## config.mk

```make
export PLATFORM = sky130hd
export DESIGN_NAME = uart_tx_param
export DESIGN_NICKNAME = d
export VERILOG_FILES = /design/src/rtl/uart_pkg.sv /design/src/rtl/uart_baud_tick.sv /design/src/rtl/uart_tx_param.sv
export SDC_FILE = /design/constraint.sdc
export NUM_CORES = 1
export LEC_CHECK = 0
export BUFFER_PORTS_ARGS = -buffer_cell sky130_fd_sc_hd__buf_2
export CAP_MARGIN = 10
export CORE_UTILIZATION = 50
export CTS_BUF_LIST = sky130_fd_sc_hd__clkbuf_8
export DETAILED_ROUTE_END_ITERATION = 12
export PLACE_DENSITY = 0.69
export SLEW_MARGIN = 20
export SYNTH_ARGS = -nofsm -noshare
export SYNTH_HDL_FRONTEND = slang
export SYNTH_SLANG_ARGS = --single-unit
```

## constraint.sdc

```tcl
create_clock -name clk -period 3.41 [get_ports clk]
set_input_delay 0.682 -clock clk [delete_from_list [all_inputs] [get_ports clk]]
set_output_delay 0.682 -clock clk [all_outputs]
set_load 0.01 [all_outputs]
```

## src/rtl/uart_pkg.sv

```systemverilog
`default_nettype none
// ============================================================================
// Module      : uart_pkg
// Description : Shared types and helpers for the parametrised UART transmitter:
//               frame state encoding, parity-mode constants, parity function.
// Revision    : 1.0 - initial release
// ============================================================================
package uart_pkg;

    // Frame sequencer states, explicitly encoded
    typedef enum logic [2:0] {
        IDLE   = 3'd0,
        START  = 3'd1,
        DATA   = 3'd2,
        PARITY = 3'd3,
        STOP   = 3'd4
    } tx_state_t;

    // Parity selection codes
    localparam logic [1:0] PAR_NONE = 2'd0;
    localparam logic [1:0] PAR_EVEN = 2'd1;
    localparam logic [1:0] PAR_ODD  = 2'd2;

    // Parity of a word of up to 9 bits; callers zero-extend narrower words,
    // which leaves the XOR unchanged.
    function automatic logic calc_parity(input logic [8:0] data, input logic [1:0] mode);
        logic result;
        case (mode)
            PAR_EVEN: result = ^data;
            PAR_ODD:  result = ~^data;
            default:  result = 1'b0;
        endcase
        return result;
    endfunction

endpackage : uart_pkg
`default_nettype wire

```

## src/rtl/uart_baud_tick.sv

```systemverilog
`default_nettype none
// ============================================================================
// Module      : uart_baud_tick
// Description : Bit-period divider. Emits a one-cycle tick every CLKS_PER_BIT
//               clocks; a synchronous restart zeroes the phase so each frame
//               starts with a full bit period.
// Revision    : 1.0 - initial release
// ============================================================================
module uart_baud_tick #(
    parameter int CLKS_PER_BIT = 5208
) (
    input  logic clk,
    input  logic rst_n,
    input  logic restart,
    output logic tick
);

    localparam int                 c_cnt_w = (CLKS_PER_BIT > 1) ? $clog2(CLKS_PER_BIT) : 1;
    localparam logic [c_cnt_w-1:0] c_last  = c_cnt_w'(CLKS_PER_BIT - 1);

    logic [c_cnt_w-1:0] r_cnt;

    // Count 0..CLKS_PER_BIT-1 and wrap explicitly; restart wins over counting
    always_ff @(posedge clk or negedge rst_n) begin
        if (!rst_n) begin
            r_cnt <= '0;
        end else if (restart) begin
            r_cnt <= '0;
        end else if (r_cnt == c_last) begin
            r_cnt <= '0;
        end else begin
            r_cnt <= r_cnt + c_cnt_w'(1);
        end
    end

    assign tick = (r_cnt == c_last);

endmodule : uart_baud_tick
`default_nettype wire

```

## src/rtl/uart_tx_param.sv

```systemverilog
`default_nettype none
// ============================================================================
// Module      : uart_tx_param
// Description : Parametrised UART transmitter. Accepts a word on a valid/ready
//               handshake and sends start, DATA_BITS data (LSB first),
//               optional parity and STOP_BITS stop bits on tx_out.
//               Optional line-break generation when UART_TX_BREAK_EN is
//               defined (adds the tx_break input).
// Revision    : 1.0 - initial release
// ============================================================================
module uart_tx_param
    import uart_pkg::*;
#(
    parameter int DATA_BITS    = 8,
    parameter int CLKS_PER_BIT = 5208,
    parameter int PARITY_MODE  = 1,
    parameter int STOP_BITS    = 1
) (
    input  logic                 clk,
    input  logic                 rst_n,
`ifdef UART_TX_BREAK_EN
    input  logic                 tx_break,
`endif
    input  logic [DATA_BITS-1:0] tx_data,
    input  logic                 tx_valid,
    output logic                 tx_ready,
    output logic                 tx_out,
    output logic                 busy,
    output logic                 parity_bit
);

    localparam int                 c_idx_w     = $clog2(DATA_BITS + 1);
    localparam logic [c_idx_w-1:0] c_last_bit  = c_idx_w'(DATA_BITS - 1);
    localparam logic [c_idx_w-1:0] c_last_stop = c_idx_w'(STOP_BITS - 1);
    localparam logic [1:0]         c_par_mode  = 2'(PARITY_MODE);

    // Reject illegal configurations at elaboration
    if (DATA_BITS < 5 || DATA_BITS > 9) begin : g_chk_data_bits
        $error("uart_tx_param: DATA_BITS must be in 5..9");
    end
    if (CLKS_PER_BIT < 2) begin : g_chk_clks_per_bit
        $error("uart_tx_param: CLKS_PER_BIT must be >= 2");
    end
    if (PARITY_MODE < 0 || PARITY_MODE > 2) begin : g_chk_parity_mode
        $error("uart_tx_param: PARITY_MODE must be 0, 1 or 2");
    end
    if (STOP_BITS < 1 || STOP_BITS > 2) begin : g_chk_stop_bits
        $error("uart_tx_param: STOP_BITS must be 1 or 2");
    end

    tx_state_t              r_state;
    logic [DATA_BITS-1:0]   r_shift;
    logic [c_idx_w-1:0]     r_bit_idx;
    logic                   r_tx_out;
    logic                   r_tx_ready;
    logic                   r_parity;
    logic                   w_tick;
    logic                   w_accept;
    logic                   w_restart;

    // r_tx_ready is only ever high in IDLE, so this is the accept condition
    assign w_accept = r_tx_ready & tx_valid;

`ifdef UART_TX_BREAK_EN
    logic r_brk_low;    // line held low while break is requested
    logic r_brk_hold;   // one full bit of mark after break release

    // Restart the divider on frame start and on break release
    assign w_restart = w_accept | (r_brk_low & ~tx_break);
    assign busy      = (r_state != IDLE) | r_brk_low | r_brk_hold;
`else
    assign w_restart = w_accept;
    assign busy      = (r_state != IDLE);
`endif

    uart_baud_tick #(
        .CLKS_PER_BIT (CLKS_PER_BIT)
    ) u_baud_tick (
        .clk     (clk),
        .rst_n   (rst_n),
        .restart (w_restart),
        .tick    (w_tick)
    );

    // Frame sequencer: handshake, shift register and registered line outputs
    always_ff @(posedge clk or negedge rst_n) begin
        if (!rst_n) begin
            r_state    <= IDLE;
            r_shift    <= '0;
            r_bit_idx  <= '0;
            r_tx_out   <= 1'b1;
            r_tx_ready <= 1'b0;
            r_parity   <= 1'b0;
`ifdef UART_TX_BREAK_EN
            r_brk_low  <= 1'b0;
            r_brk_hold <= 1'b0;
`endif
        end else begin
            case (r_state)
                IDLE: begin
`ifdef UART_TX_BREAK_EN
                    if (r_brk_low) begin
                        if (!tx_break) begin
                            r_brk_low  <= 1'b0;
                            r_brk_hold <= 1'b1;
                            r_tx_out   <= 1'b1;
                        end
                    end else if (r_brk_hold) begin
                        if (w_tick) begin
                            r_brk_hold <= 1'b0;
                            r_tx_ready <= 1'b1;
                        end
                    end else
`endif
                    if (w_accept) begin
                        r_shift    <= tx_data;
                        r_parity   <= calc_parity(9'(tx_data), c_par_mode);
                        r_tx_out   <= 1'b0;
                        r_tx_ready <= 1'b0;
                        r_bit_idx  <= '0;
                        r_state    <= START;
                    end else begin
`ifdef UART_TX_BREAK_EN
                        if (tx_break) begin
                            r_brk_low  <= 1'b1;
                            r_tx_out   <= 1'b0;
                            r_tx_ready <= 1'b0;
                        end else
`endif
                        r_tx_ready <= 1'b1;
                    end
                end
                START: begin
                    if (w_tick) begin
                        r_tx_out  <= r_shift[0];
                        r_shift   <= r_shift >> 1;
                        r_bit_idx <= '0;
                        r_state   <= DATA;
                    end
                end
                DATA: begin
                    if (w_tick) begin
                        if (r_bit_idx == c_last_bit) begin
                            r_bit_idx <= '0;
                            if (c_par_mode == PAR_NONE) begin
                                r_tx_out <= 1'b1;
                                r_state  <= STOP;
                            end else begin
                                r_tx_out <= r_parity;
                                r_state  <= PARITY;
                            end
                        end else begin
                            r_tx_out  <= r_shift[0];
                            r_shift   <= r_shift >> 1;
                            r_bit_idx <= r_bit_idx + c_idx_w'(1);
                        end
                    end
                end
                PARITY: begin
                    if (w_tick) begin
                        r_tx_out  <= 1'b1;
                        r_bit_idx <= '0;
                        r_state   <= STOP;
                    end
                end
                STOP: begin
                    if (w_tick) begin
                        if (r_bit_idx == c_last_stop) begin
                            r_tx_ready <= 1'b1;
                            r_state    <= IDLE;
                        end else begin
                            r_bit_idx <= r_bit_idx + c_idx_w'(1);
                        end
                    end
                end
                default: begin
                    r_tx_out   <= 1'b1;
                    r_tx_ready <= 1'b0;
                    r_state    <= IDLE;
                end
            endcase
        end
    end

    assign tx_out     = r_tx_out;
    assign tx_ready   = r_tx_ready;
    assign parity_bit = r_parity;

endmodule : uart_tx_param
`default_nettype wire

```

==> flow_summary.toml, run 1 <==
[die]
core_mm2 = 0.00336
io_pins = 15
start_util_pct = 52.3
die_x_um = 61.3
rows = 21
dieArea_mm2 = 0.00376
die_h_um = 61.3

[drt]
wl_per_cell_um = 13.6
via_count = 1252
vias_per_cell = 5.47
routed_wl_um = 3120
drtIter0Drc = 58
drc_errors = 0
first_pass_iters = 4
ant_nets = 0

[sta]
hold_violations = 0
max_freq_mhz = 467
setup_viol = 0
fin_tns_setup_ns = 0
rsz0062_at_grt = "false"
post-route-min-period_ns = 2.14
tightest_slew_ns = 0.676
clock_skew_ns = 0.00502
max_slew_margin_pct = 54.9
setup_slack_ns = 1.27
slew_violations = 0
timing.final.crit_share_pct = 62.9
holdWs_ns = 0.435

[min_path]
min_path_type = "in2async"

[layout]
fin_nets = 196
final_layout_size_suffix_gt1_share_pct = 24.6
antennaDiodeCount = 0
area_growth_syn_to_layout_pct = 10.7

[setup_path]
cp-start-kind = "flop"
cp.arrival_ns = 1.46
crit_path_start = "r_state[0]"
r2r_cells = 4
slowest_delay_ns = 0.53
critPathKind = "reg2out"
reg2reg_from = "u_baud_tick.r_cnt[3]"
crit_chain = "or3_1 -> buf_2"
path_max_fanout = 14
slowest_stage = "dfrtp_1"
cp.required_ns = 2.73
crit_path_end_kind = "output pin"

[clocking]
ctsResizeCount = 0
clock_latency_ns = 0.28
cts_num_sinks = 31
path_clk_slew_ns = 0.06
h-tree-depth = 2
postCtsSetupBuffers = 0
clock-root-buffer = "clkbuf_8"
cts_tree = "done"
clockBufferDepth = 2
cts_buffers = 5
cts_hold_buf = 0

[synthesis]
synth_edf_count = 0
yosys.area_share.simple_pct = 20.1
ys_ff_latch = 31
synth_compound_area_share_pct = 10.6
seq_area_frac_synth_pct = 44.1
netlist_instances = 169
yosys_warnings = 0
ys_async_sr_fraction_pct = 100
ys_types = 43
syn-num-nets = 183
synth_mux_area_share_pct = 10.1
synthXorXnorAreaFrac_pct = 9.95
synth_adder_area_share_pct = 2.13
syn_area_mm2 = 0.00176
ys.flop_type = "dfrtp_1"
syn_avg_cell_area_um2 = 10.4
synth_top_family_by_area = "simple AND/OR/NAND/NOR gates"

[place]
place_ws_ns = 1.26
dpl.hpwl_um = 2320
portBuffers = 14
finalWeightedCongestion = 0.813

[job]
maxCapViolations = 0

[global_route]
grt_pass1_wl_um = 5220
grt_overflow_total = 0
grt_pass1_vias = 1153
antenna_found_initial = 0
grtUsageTotal_pct = 19.2
grt_max_degree = 32

[power_and_ir_drop]
p_leak_nw = 0.847
powerDensity_mw_per_mm2 = 475
ir_worst_vdd_uv = 226
total_power_mw = 0.926

[run_status]
status = "finished, final reports clean"
-- where the power goes --
part	total (mW)	leakage (nW)	internal (mW)	switching, mW
Clock	0.291	0.0524	0.159	0.131
Sequential	0.468	0.401	0.425	0.0425
Combinational	0.167	0.393	0.0931	0.0741
Total	0.926	0.847	0.678	0.248
-- cells in the mapped netlist (3+ instances only) --
master	number	share of area (%)
clkbuf_1	7	1.5
xor2_1	10	5.0
inv_1	6	1.3
mux2_2	14	9.0
ha_1	3	2.1
a21oi_1	4	1.1
xnor2_1	10	5.0
nand2_1	8	1.7
dfrtp_1	30	43
o21ai_0	3	0.85
a211oi_1	3	1.3
nand4_1	7	2.5
nand3_1	5	1.4
nor2b_1	3	1.1
nor2_1	18	3.8
-- per-layer routing --
| metal | vias up | GRT usage, % | wire length [um] |
|---|---|---|---|
| li1 | 625 | - | - |
| met3 | 7 | 5.04 | 99 |
| met5 | - | 0 | 0 |
| met4 | 0 | 6.67 | 46 |
| met1 | 603 | 25.6 | 1520 |
| met2 | 17 | 30.4 | 1450 |
-- worst max-delay path, delay by kind of cell (launching register included) --
family	cells	cell delay, ns
buffers and inverters	1	0.16
DFF	1	0.53
and+or+nand+nor	1	0.48
-- registers in the layout, indices dropped and copies added, names as in the netlist --
name	flops
u_baud_tick.r_cnt	13
r_state	3
r_shift	8
r_bit_idx	4
tx_out	1
parity_bit	1
tx_ready	1
-- metrics by stage --
| step | cell area [um2] | std cells | utilization (%) |
|---|---|---|---|
| 2_1_floorplan | 1760 | 169 | - |
| 3_3_place_gp | 1860 | 221 | 55.2 |
| 3_5_place_dp | 1860 | 221 | 55.2 |
| 4_1_cts | 1950 | 229 | 58.0 |
| 5_1_grt | 1950 | 229 | 58.0 |
| 6_report | 1950 | 229 | 58.0 |
-- layout make-up --
type | count | area (um2)
Clock inverter | 2 | 8.76
Timing Repair Buffer | 14 | 70.1
Sequential cell | 31 | 777
Inverter | 6 | 22.5
Tap cell | 46 | 57.6
Fill cell | 305 | 1410
Clock buffer | 6 | 82.6
Multi-Input combinational cell | 124 | 931
-- cell families (layout without fill, tap and decap cells) --
logic type | Yosys count | in the layout
compound gates | 24 | 24
xor+xnor | 20 | 20
fa+ha+maj | 3 | 3
buf+inv | 14 | 28
flops | 31 | 31
mux | 16 | 16
simple gates | 61 | 61
-- path summary, 6_finish.rpt --
check                                        to  slack (ns)
max                                        busy        1.27
min                                  r_shift[7]        0.44
max reg2reg                          r_shift[1]        1.27
min reg2reg                u_baud_tick.r_cnt[0]        0.47
max in group asynchronous          r_bit_idx[0]        2.53
min in group clk           u_baud_tick.r_cnt[0]        0.47
-- placed cells by master (no fill, tap or decap), drive strengths merged, types with 2 or more instances in the layout --
cell type	synthesis	final
mux2i	2	2
and3	4	4
o21a	2	2
nor2	19	19
xor2	10	10
a21oi	4	4
nand3	6	6
o211ai	2	2
dfrtp	30	30
and2	2	2
nor2b	3	3
xnor2	10	10
mux2	14	14
and4	3	3
nand4	7	7
buf	1	14
nand2b	2	2
o2111ai	2	2
nand2	8	8
o21ai	3	3
a211oi	3	3
ha	3	3
clkbuf	7	6
o31ai	2	2
inv	6	7
(Power assumes the default switching activity.)
==> run 2, diff against run 1 <==
--- a/config.mk
+++ b/config.mk
@@ -10,7 +10,7 @@
 export CORE_UTILIZATION = 50
 export CTS_BUF_LIST = sky130_fd_sc_hd__clkbuf_8
 export DETAILED_ROUTE_END_ITERATION = 12
-export PLACE_DENSITY = 0.69
+export PLACE_DENSITY = 0.71
 export SLEW_MARGIN = 20
 export SYNTH_ARGS = -nofsm -noshare
 export SYNTH_HDL_FRONTEND = slang
==> constraint.sdc (replaced) <==
create_clock -name clk -period 1.8 [get_ports clk]
set_input_delay 0.36 -clock clk [delete_from_list [all_inputs] [get_ports clk]]
set_output_delay 0.36 -clock clk [all_outputs]
set_load 0.01 [all_outputs]
==> run 2 against run 1 <==
  * The flow now finishes with violations (negative setup slack)
  * Clock power grew 140%
  * Register-to-register slack lost 1.3 ns
  * Largest power group unchanged
  * Worst setup slack worse by 1.3 ns
  * Sequential power increased by 88%
  * Count of clock-buffer cells in the layout did not move
  * Combinational power grew to 2.6 times the previous value
  * Sequential share of layout area fell by 6.5 points
  * Die area unchanged
  * Via count grew 17%
  * Power is 120% higher
  * Routed wire length rose by 32%
==> flow_summary.toml, run 2 (synthesized netlist as in run 1, its figures left out) <==
[run_status]
status = "finished with violations"
violations = "negative setup slack"

[drt]
vias_per_cell = 5.51
wl_per_cell_um = 15.5
drtIter0Drc = 82
via_count = 1466
ant_nets = 0
routed_wl_um = 4120
drc_errors = 0
first_pass_iters = 4

[clocking]
cts_buffers = 5
clock_latency_ns = 0.28
h-tree-depth = 2
cts_tree = "done"
cts_hold_buf = 0
cts_num_sinks = 31
clockBufferDepth = 2
clock-root-buffer = "clkbuf_8"
path_clk_slew_ns = 0.06

[layout]
final_area_mm2 = 0.00235
mostFrequentLayoutCells = "buf_4 (34), dfrtp_1 (26), nor2_1 (18), buf_2 (13)"
fin_nets = 233
fin_cells = 266
antennaDiodeCount = 0
multi_input_area_mm2 = 0.00100
area_growth_syn_to_layout_pct = 33.3
largest_reg_flops = 13
regArea_um2 = 782
final_common_cell = "buf_4"
fill_cells = 254
top_regs = "u_baud_tick.r_cnt x13, r_shift x8, r_bit_idx x4"
top_register = "u_baud_tick.r_cnt"
final_layout_size_suffix_gt1_share_pct = 43.2

[die]
die_h_um = 61.3
start_util_pct = 52.3
io_pins = 15
rows = 21
dieArea_mm2 = 0.00376
core_mm2 = 0.00336
die_x_um = 61.3

[global_route]
grt_pass1_vias = 1423
grt_overflow_total = 0
grt_pass1_wl_um = 6420
antenna_found_initial = 0
grtUsageTotal_pct = 23.9
grt_max_degree = 32

[sta]
clock_skew_ns = 0.00914
slew_violations = 0
max_freq_mhz = 535
holdWs_ns = 0.115
timing.final.crit_share_pct = 104
rsz0062_at_grt = "true"
max_slew_margin_pct = 54.6
setup_viol = 7
hold_violations = 0
fin_tns_setup_ns = -0.447
tightest_slew_ns = 0.681
post-route-min-period_ns = 1.87
setup_slack_ns = -0.0692

[power_and_ir_drop]
pwr-share-clk_pct = 34.8
powerDensity_mw_per_mm2 = 862
total_power_mw = 2.02
p_sw_mw = 0.522
internal_power_mw = 1.50
swShare_pct = 25.8
power_frac_comb_pct = 21.6
seq_power_share_pct = 43.6
ir_worst_vdd_uv = 664
p_leak_nw = 1.07

[setup_path]
path_max_fanout = 8
crit_path_end_kind = "flop"
crit_path_start = "u_baud_tick.r_cnt[1]"
cp.arrival_ns = 2.04
reg2reg_from = "u_baud_tick.r_cnt[1]"
critPathKind = "reg2reg"
cp.required_ns = 1.97
cp-start-kind = "flop"

[place]
finalWeightedCongestion = 0.779
portBuffers = 14
dp.cells = 250
postPlaceCellArea_mm2 = 0.00208
dpl.hpwl_um = 2690

[job]
maxCapViolations = 0

[min_path]
min_path_type = "in2async"
==> run 2: cell types whose count changed in the layout (fill, tap and decap cells not counted), moves of 2 or more <==
cell	change
mux2_2	-7
ha_1	-2
buf_6	+4
ha_2	+2
buf_4	+34
dfrtp_2	+4
mux2_4	+7
dfrtp_1	-4
==> run 2: worst max-delay path, stage by stage (launching register included) <==
cell       delay (ns)
dfrtp_1          0.37
ha_2             0.22
and4_4           0.25
nand3_4          0.08
a2111oi_4        0.33
buf_6            0.20
mux2_4           0.30
==> run 2: power groups by stage <==
| stage | Sequential (mW) | Combinational, mW | Clock [mW] |
|---|---|---|---|
| 5_1_grt | 0.892 | 0.487 | 0.749 |
| 3_5_place_dp | 0.884 | 0.386 | 0 |
| 2_1_floorplan | 0.884 | 0.233 | 0 |
| 4_1_cts | 0.878 | 0.426 | 0.717 |
| 6_report | 0.882 | 0.437 | 0.705 |
| 3_3_place_gp | 0.878 | 0.368 | 0 |
==> run 2: routing by layer <==
metal,GRT usage (%),wire (um),vias to the layer above
met5,0,0,-
met4,10.8,91,0
met3,6.72,205,9
met2,39.8,2100,41
met1,29.0,1710,716
li1,-,-,700
==> run 2: cell type report <==
class                   count  share of cell area (%)
multi-input cells         124                    42.7
clock buffers               6                    3.52
repair buffers             51                    15.6
flip-flops and latches     31                    33.3
inverters                   6                   0.959
well taps                  46                    2.45
clock inverters             2                    1.49
==> run 2: repair_timing <==
| action | in CTS | in global routing |
|---|---|---|
| gates cloned | 0 | 0 |
| pin swaps | 2 | 3 |
| gates resized for setup | 14 | 10 |
| endpoints found under the setup margin | 8 | 13 |
| endpoints found under the hold margin | 0 | 0 |
| setup buffers | 4 | 4 |
==> run 2: worst paths after layout <==
check	end	slack [ns]	cells past startpoint
max	r_shift[3]	-0.07	6
min	r_shift[5]	0.12	1
max reg2reg	r_shift[3]	-0.07	6
min reg2reg	r_shift[6]	0.52	1
max in group asynchronous	u_baud_tick.r_cnt[3]	1.20	1
min in group clk	u_baud_tick.r_cnt[2]	0.28	2
==> run 2: per-stage QoR <==
stage	setup slack, ns	util, %
after floorplan	-0.141	-
final	-0.0692	69.8
after detailed placement	-0.129	61.8
after CTS	-0.0766	67.8
after global placement	-0.0623	61.8
after global routing	-0.150	69.8
